### src/rtl/digit_scan_mux.sv
// Multiplexed BCD display scanner: cycles through DIGITS nibbles, each held for
// PRESCALE clocks, with optional leading-zero blanking and frame-aligned value updates.
module digit_scan_mux #(
    parameter int DIGITS   = 3,
    parameter int PRESCALE = 4,
    parameter int LZ_BLANK = 1
) (
    input  logic                  clk,
    input  logic                  rst,
    input  logic                  load,
    input  logic [4*DIGITS-1:0]   bcd_in,
    output logic [3:0]            digit_out,
    output logic [DIGITS-1:0]     digit_sel,
    output logic                  blank,
    output logic                  frame_done
);

    localparam int PW = (PRESCALE > 1) ? $clog2(PRESCALE) : 1;
    localparam int IW = (DIGITS > 1) ? $clog2(DIGITS) : 1;
    localparam logic [PW-1:0] PRE_LAST = PW'(PRESCALE - 1);
    localparam logic [IW-1:0] IDX_LAST = IW'(DIGITS - 1);

    logic [PW-1:0]         pre;
    logic [IW-1:0]         idx;
    logic [4*DIGITS-1:0]   act;
    logic [4*DIGITS-1:0]   pend;
    logic                  pend_v;
    logic                  pre_tc;
    logic                  wrap;
    logic                  upper_zero;

    assign pre_tc = (pre == PRE_LAST);
    assign wrap   = pre_tc && (idx == IDX_LAST);

    always_ff @(posedge clk or posedge rst) begin
        if (rst) begin
            pre        <= '0;
            idx        <= '0;
            act        <= '0;
            pend       <= '0;
            pend_v     <= 1'b0;
            frame_done <= 1'b0;
        end else begin
            frame_done <= wrap;
            if (pre_tc) begin
                pre <= '0;
                idx <= (idx == IDX_LAST) ? '0 : idx + 1'b1;
            end else begin
                pre <= pre + 1'b1;
            end
            // The displayed value only changes at a frame boundary so a frame never tears.
            if (wrap) begin
                if (load) begin
                    act <= bcd_in;
                end else if (pend_v) begin
                    act <= pend;
                end
                pend_v <= 1'b0;
            end else if (load) begin
                pend   <= bcd_in;
                pend_v <= 1'b1;
            end
        end
    end

    always_comb begin
        digit_out  = 4'd0;
        upper_zero = 1'b1;
        blank      = 1'b0;
        digit_sel  = '0;
        for (int k = 0; k < DIGITS; k++) begin
            if (IW'(k) == idx) begin
                digit_out = act[4*k +: 4];
            end
            if ((IW'(k) >= idx) && (act[4*k +: 4] != 4'd0)) begin
                upper_zero = 1'b0;
            end
        end
        // Digit 0 is always shown so a zero value still displays "0".
        blank = (LZ_BLANK == 1) && (idx != '0) && upper_zero;
        for (int k = 0; k < DIGITS; k++) begin
            digit_sel[k] = !blank && (IW'(k) == idx);
        end
    end

endmodule
### config.mk
export PLATFORM = sky130hd
export DESIGN_NAME = digit_scan_mux
export DESIGN_NICKNAME = d
export VERILOG_FILES = /design/src/rtl/digit_scan_mux.sv
export SDC_FILE = /design/constraint.sdc
export NUM_CORES = 1
export LEC_CHECK = 0
export ABC_CLOCK_PERIOD_IN_PS = 1300
export CAP_MARGIN = 20
export CORE_MARGIN = 4
export CORE_UTILIZATION = 39
export CTS_CLUSTER_SIZE = 20
export DETAILED_ROUTE_END_ITERATION = 6
export GPL_TIMING_DRIVEN = 0
export PLACE_DENSITY = 0.6
export SLEW_MARGIN = 30
export SYNTH_ARGS = -nofsm -noshare
export SYNTH_HDL_FRONTEND = slang
export SYNTH_SLANG_ARGS = --single-unit
### constraint.sdc
create_clock -name clk -period 1.3 [get_ports clk]
set_input_delay 0.26 -clock clk [delete_from_list [all_inputs] [get_ports clk]]
set_output_delay 0.26 -clock clk [all_outputs]
set_load 0.005 [all_outputs]
; ---- Yosys cells after proc, flatten, opt, wreduce, memory -nomap -nowiden
; Index checks and enable logic that the tools add are counted.
[classes]
magnitude_cmp = 3
bitwise_logic = 1
muxes = 12
n_addsub = 2
eq_ne = 4
reduce_logical = 18
[op_table]
columns = operator, count
row1 = 2-to-1 mux 12 bit, 2
row2 = 2-to-1 mux 4 bit, 3
row3 = nonzero test 4 bit, 3
row4 = logical AND 1 bit, 8
row5 = nonzero test 2 bit, 3
row6 = 2-to-1 mux 1 bit, 5
row7 = adder 2 x 1 -> 2 bit (second input constant), 2
row8 = == test 2 bit (second input constant), 2
row9 = greater-or-equal comparator 1 x 2 -> 1 bit (first input constant), 2
row10 = 2-to-1 mux 2 bit, 2
row11 = AND reduction 2 bit, 2
row12 = == test 1 x 2 -> 1 bit (first input constant), 1
row13 = == test 2 bit (first input constant), 1
row14 = greater-or-equal comparator 2 bit (first input constant), 1
row15 = zero test 2 bit, 1
row16 = zero test 1 bit, 1
row17 = inverter 1 bit, 1
[word_totals]
register_bits = 30
output_inout_bits = 9
wordCells = 46

; ---- Longest topological paths before layout
[depth]
depth_word = 8
mapped_depth = 5

; ---- Least setup slack after synthesis
; OpenSTA, ideal clock, no wires.
[synth_timing]
path_kind = register -> register
from = reg pre[0]
to = reg act[0]
setup_slack_ns = -0.129
path_buffers = 1
required_time_ns = 1.175
path_stages_with_launch = 6
arrival_time_ns = 1.304
period_less_slack_ns = 1.429
path_cell_list = dfrtp_1 ha_1 nand3b_4 nor2_8 buf_12 mux2_4
[synth_between]
elab_chain_cells = 3
[synth_lines]
columns = element, line_no
row1 = "start, declared", 23  ; logic [PW-1:0] pre;
row2 = "start signal, assigned", 49  ; pre <= pre + 1'b1;
row3 = == test 2 bit, 32  ; assign pre_tc = (pre == PRE_LAST);
row4 = logical AND 1 bit, 33  ; assign wrap = pre_tc && (idx == IDX_LAST);
row5 = AND reduction 2 bit (no line), --
row6 = "end signal, assigned", 54  ; act <= bcd_in;
row7 = "end signal, assigned", 56  ; act <= pend;
row8 = "end, declared", 25  ; logic [4*DIGITS-1:0] act;
; Every way passes these cells.
; A chain may end at the register's enable or synchronous reset.

; ---- Final worst setup path
[layout_timing]
from = reg idx[0]
to = out digit_out[3]
[layout_between]
elab_chain_cells = 4
word_cells_on_any_way = 6
classes_between = 2 x eq/ne / 3 x mux / 1 x reduce/logical
[layout_lines]
columns = element, line_no
row1 = "start, declared", 24  ; logic [IW-1:0] idx;
row2 = "start signal, assigned", 47  ; idx <= (idx == IDX_LAST) ? '0 : idx + 1'b1;
row3 = zero test 2 bit, 72  ; if (IW'(k) == idx) begin
row4 = 2-to-1 mux 4 bit (2 in series), 72
row5 = 2-to-1 mux 4 bit (*), 72
row6 = "end, declared", 12  ; output logic [3:0] digit_out,
; Mark *: on every way between the ends. The rest lies on a longest branch, timed or not.

==> impl_metrics.env <==
export IMPL_outcome="finished with violations"
export IMPL_violations="negative setup slack"
export IMPL_numPortBuffers=23
export IMPL_coreArea_sq_um=3770
export IMPL_cts_max_path_buffers=2
export IMPL_finClkSkew_ns=0.00558
export IMPL_route_detailed_drc=0
export IMPL_hpwl_um=1930
export IMPL_drv_cap=0
export IMPL_tightest_slew_ns=0.633
export IMPL_dpl_cell_area_sq_um=1880
export IMPL_critPathMaxFanout=5
export IMPL_path_class="flop to output pin"
export IMPL_synth_compound_area_share=0.0239
export IMPL_gr_usage_all_layers=0.137
export IMPL_rsz0062_at_grt="yes"
export IMPL_pre_cts_slack_ns=-0.604
export IMPL_avgSynthCellArea_sq_um=14.8
export IMPL_period_minus_slack_ns=1.70
export IMPL_syn_nets=122
export IMPL_synthSimpleGateAreaFrac=0.0766
export IMPL_antenna_left=0
export IMPL_dieWidth_um=71.4
export IMPL_final_common_cell="mux2_4"
export IMPL_design_area_sq_um=2260
export IMPL_required_ns=1.04
export IMPL_mostFrequentLayoutCells="mux2_4 (34), dfrtp_1 (30), buf_4 (16)"
export IMPL_post_route_period_util=1.31
export IMPL_hold_class="primary input to asynchronous set/reset pin"
export IMPL_utilization=0.600
export IMPL_seq_area_frac_synth=0.479
export IMPL_drive_above_1_share=0.606
export IMPL_grt_pass1_wl_um=5260
export IMPL_rows=22
export IMPL_ios=24
export IMPL_routed_wirelength_um=3460
export IMPL_synthCells=106
export IMPL_nNetsFinal=177
export IMPL_critPathCaptureType="output pin"
export IMPL_setup_violations_final=32
export IMPL_grt_pass1_vias=1052
export IMPL_fin_ws_ns=-0.397
export IMPL_finalMaxSlewViolations=0
export IMPL_cts_tree="yes"
export IMPL_start_util=0.416
export IMPL_power_total_mw=2.17
export IMPL_ir_drop_mv=0.560
export IMPL_cts_sinks=30
export IMPL_overflow=0
export IMPL_arrival_ns=1.44
export IMPL_tns_ns=-5.74
export IMPL_ys_seq_elements=30
export IMPL_htreeDepth=2
export IMPL_syn_cell_area_sq_um=1570
export IMPL_grt_max_degree=31
export IMPL_vias_per_cell=4.98
export IMPL_clockRootBuffer="clkbuf_8"
export IMPL_synthXorXnorAreaFrac=0
export IMPL_fmax_ghz=0.589
export IMPL_drt_pass1_iter_count=4
export IMPL_synth_top_cell_area_share=0.479
export IMPL_final_hold_viol_count=0
export IMPL_drt_iter0_drc=44
export IMPL_antenna_found_initial=0
export IMPL_fp_dieH_um=71.4
export IMPL_synth_top_family_by_area="multiplexers"
export IMPL_place_gp_congestion=0.740
export IMPL_muxShareOfSynthArea=0.362
export IMPL_crit_path_start_kind="flop"
export IMPL_path_clk_slew_ns=0.06
export IMPL_clk_latency_ns=0.28
export IMPL_wl_per_cell_um=16.6
export IMPL_synthToLayoutAreaGrowth_pct=44.2
export IMPL_vias=1036
export IMPL_synth_fa_ha_area_frac=0.00798
export IMPL_ys_types=20
export IMPL_cts_inserted_buffers=5
export IMPL_synth_area_leaders="dfrtp_1 (48%), mux2_4 (29%), mux2_2 (4.3%)"
export IMPL_pwr_density_cell_nw_per_um2=960
export IMPL_ys_warn_count=0
export IMPL_yosysTopAreaCell="dfrtp_1"
export IMPL_power_leakage_nw=1.10
export IMPL_insertedDiodeCount=0
export IMPL_die_area_sq_um=5100
export IMPL_max_slew_margin=0.577
==> cell families after synthesis <==
kind of cell,after synthesis
simple gates,19
flops,30
buf+inv,8
fa+ha+maj,1
compound gates,7
mux,41
==> cell usage after synthesis, drive strengths merged <==
master and count:
nor2b 2, o21ai 6, nor2 5, nor4 2, nand3 1, a211oi 1
buf 5, nand3b 1, dfrtp 30, mux2 36, inv 3, nand2 8
ha 1, mux2i 5
==> critical path: stages (launching register included) <==
cell	delay, ns
dfrtp_1	0.39
buf_4	0.13
buf_2	0.17
mux2i_1	0.25
o21ai_1	0.10
buf_2	0.13
==> cell type report <==
type                       instances  area, sq um
multi-input combinational         68          843
buffer                             5         73.8
sequential                        30          751
timing repair buffer              48          439
clock buffer                       6         82.6
inverter                           3         11.3
tap                               48         60.1
fill                             288         1510
==> timing repair <==
item / in CTS / in global routing
resized for setup: 52 / 19
hold buffers: 0 / 0
setup endpoints to repair: 31 / 32
pin swaps: 7 / 5
cloned: 3 / 0
setup buffers: 9 / 13
==> flip-flops by register name, indices dropped and copies added, names as in the netlist <==
register / count
pend_v: 1
idx: 2
pend: 12
act: 12
frame_done: 1
pre: 2
==> final timing paths <==
kind / start / end / slack [ns] / cells past startpoint
max: idx[0] / digit_out[3] / -0.40 / 5
min: rst / pre[1] / 0.39 / 2
max reg2reg: idx[1] / pend[4] / -0.19 / 7
min reg2reg: pre[1] / pre[1] / 0.51 / 1
max in group asynchronous: rst / act[2] / 0.50 / 2
min in group clk: pre[1] / pre[1] / 0.51 / 1
==> where the power goes <==
part	internal (mW)	switching (mW)	total, mW
combinational	0.251	0.125	0.376
sequential	1.01	0.0585	1.07
clock	0.407	0.318	0.725
==> stage by stage <==
step / std cells / hold slack [ns]
floorplan: 106 / 0.351
global placement: 177 / 0.459
detailed placement: 177 / 0.470
CTS: 195 / 0.407
global route: 208 / 0.455
finish: 208 / 0.389
==> metal layers <==
layer	up-vias	share of wire	wire, um	track usage
met5	-	0	0	0
met4	0	0.014	49	0.0501
met3	7	0.059	203	0.0505
met2	28	0.50	1740	0.226
met1	519	0.42	1470	0.163
li1	482	-	-	-
Note: power is estimated with default switching activity, not from simulation.
==> edit (same settings) <==
Reset style: synchronous (`rst`), changed in one clocked block.
--- a/src/rtl/digit_scan_mux.sv
+++ b/src/rtl/digit_scan_mux.sv
@@ -33,5 +33,5 @@
     assign wrap   = pre_tc && (idx == IDX_LAST);
 
-    always_ff @(posedge clk or posedge rst) begin
+    always_ff @(posedge clk) begin
         if (rst) begin
             pre        <= '0;
Check against the original RTL: differs if rst is asserted again (counterexample within 10 cycles, from zero or initial values and one cycle with rst high); with rst held inactive, the same outputs for 10 cycles.
==> edit against the original RTL <==
- the flow still finishes with violations (negative setup slack)
- power down 17%
- worst setup slack better by 0.079 ns
- sequential cell count unchanged
- final area down 2.5%
- count of clock-buffer cells in the layout unchanged
- routed wire length up 20%
- clock skew up 0.0030 ns
- synthesized area down 9.9%
- critical path depth unchanged
==> edit: results (changes against the original RTL) <==
- Synth cell count leaders: dfxtp_1, a21oi_1, mux2i_1, o21ai_0, nand3_1 (was dfrtp_1, mux2_4, nand2_1, mux2_2, o21ai_0).
- The leakage power total is 0.841 nW (was 1.10 nW).
- The setup slack on the worst flop-to-flop path is -0.06 ns (was -0.19 ns).
- The share of synthesized area occupied by flip-flops and latches is 42.5% (was 47.9%).
- The proportion of layout cells with a drive suffix above 1 is 47.3% (was 60.6%).
- The post-placement cell area is 0.00168 mm^2 (was 0.00188 mm^2).
- The clock latency at the later pin of the worst-skew pair came to 0.32 ns (was 0.28 ns).
- The total nets after synthesis is 171 (was 122).
- Outcome: finished, violations left (unchanged).
- The worst-case vdd ir drop is 0.544 mV (was 0.560 mV).
- Violations in the final reports: negative setup slack (unchanged).
- The number of detailed-route iterations in the first pass is 5 (was 4).
- The global placer's final weighted congestion is 0.788 (was 0.740).
- The total negative slack for setup checks is -2.25 ns (was -5.74 ns).
- The highest fanout seen on the critical path came to 3 (was 5).
- The worst flop-to-flop path endpoint is pend[0]$_SDFFE_PP0P_ (was pend[4]$_DFFE_PP0P_).
- The number of global-route vias before repair came to 1301 (was 1052).
- The final number of setup-violating endpoints is 26 (was 32).
- The data arrival time of the worst path came to 1.36 ns (was 1.44 ns).
- The number of buffers inserted by port buffering came to 21 (was 23).
- The post-synthesis cell count is 155 (was 106).
- The detailed placer's ending HPWL is 2490 um (was 1930 um).
- The number of vias per cell was 5.49 (was 4.98).
- The worst setup margin is -0.319 ns (was -0.397 ns).
- The reg-to-reg critical path startpoint is pre[0]$_SDFF_PP0_ (was idx[1]$_DFFE_PP0N_).
edit: worst max-delay path by stage:
| stage | end | depth (start not counted) | startpoint | slack [ns] |
|---|---|---|---|---|
| after floorplan | act[1]$_SDFFE_PP0P_ | 6 | pre[0]$_SDFF_PP0_ | 0.03 |
| after global placement | blank | 4 | act[8]$_SDFFE_PP0P_ | -0.52 |
| after detailed placement | blank | 4 | act[8]$_SDFFE_PP0P_ | -0.55 |
| after CTS | blank | 5 | act[11]$_SDFFE_PP0P_ | -0.31 |
| after global routing | blank | 5 | act[9]$_SDFFE_PP0P_ | -0.40 |
| final | blank | 5 | act[8]$_SDFFE_PP0P_ | -0.32 |
edit: timing repair:
item                       CTS  global route
cloned                       0             5
resized for setup           84            38
pin swaps                   12            28
setup buffers               14             6
setup endpoints to repair   34            31
hold endpoints to repair     0             0
edit: logic make-up after synthesis:
family	share of synthesized area (%)
and+or+nand+nor	12.8
DFF	42.5
AOI/OAI and AO/OA	24.3
buffers and inverters	7.53
muxes	12.0
adders and majority gates	0.886
edit: routing by layer:
layer	share of wire (%)	wire length (um)	global-route usage [%]	vias to the layer above
li1	-	-	-	678
met1	43	1790	22.8	644
met2	49	2050	29.6	44
met3	5.6	235	5.42	11
met4	2.0	82	6.95	0
met5	0	0	0	-
edit: layout make-up:
type / count / area (um^2)
buffer: 14 / 125
clock buffer: 6 / 51.3
multi-input combinational: 108 / 928
sequential: 30 / 613
timing repair buffer: 45 / 422
tap: 46 / 57.6
fill: 284 / 1210
inverter: 2 / 7.51
edit: critical path: stages (launching register included):
cell and delay (ns):
dfxtp_2 0.35, nor4_4 0.30, buf_4 0.16, nand3_2 0.06
nand2_1 0.07, buf_2 0.10
edit: where the power goes:
part           switching, mW  internal (mW)
clock network          0.304          0.243
registers             0.0253          0.953
logic                  0.140          0.141
total                  0.470           1.34
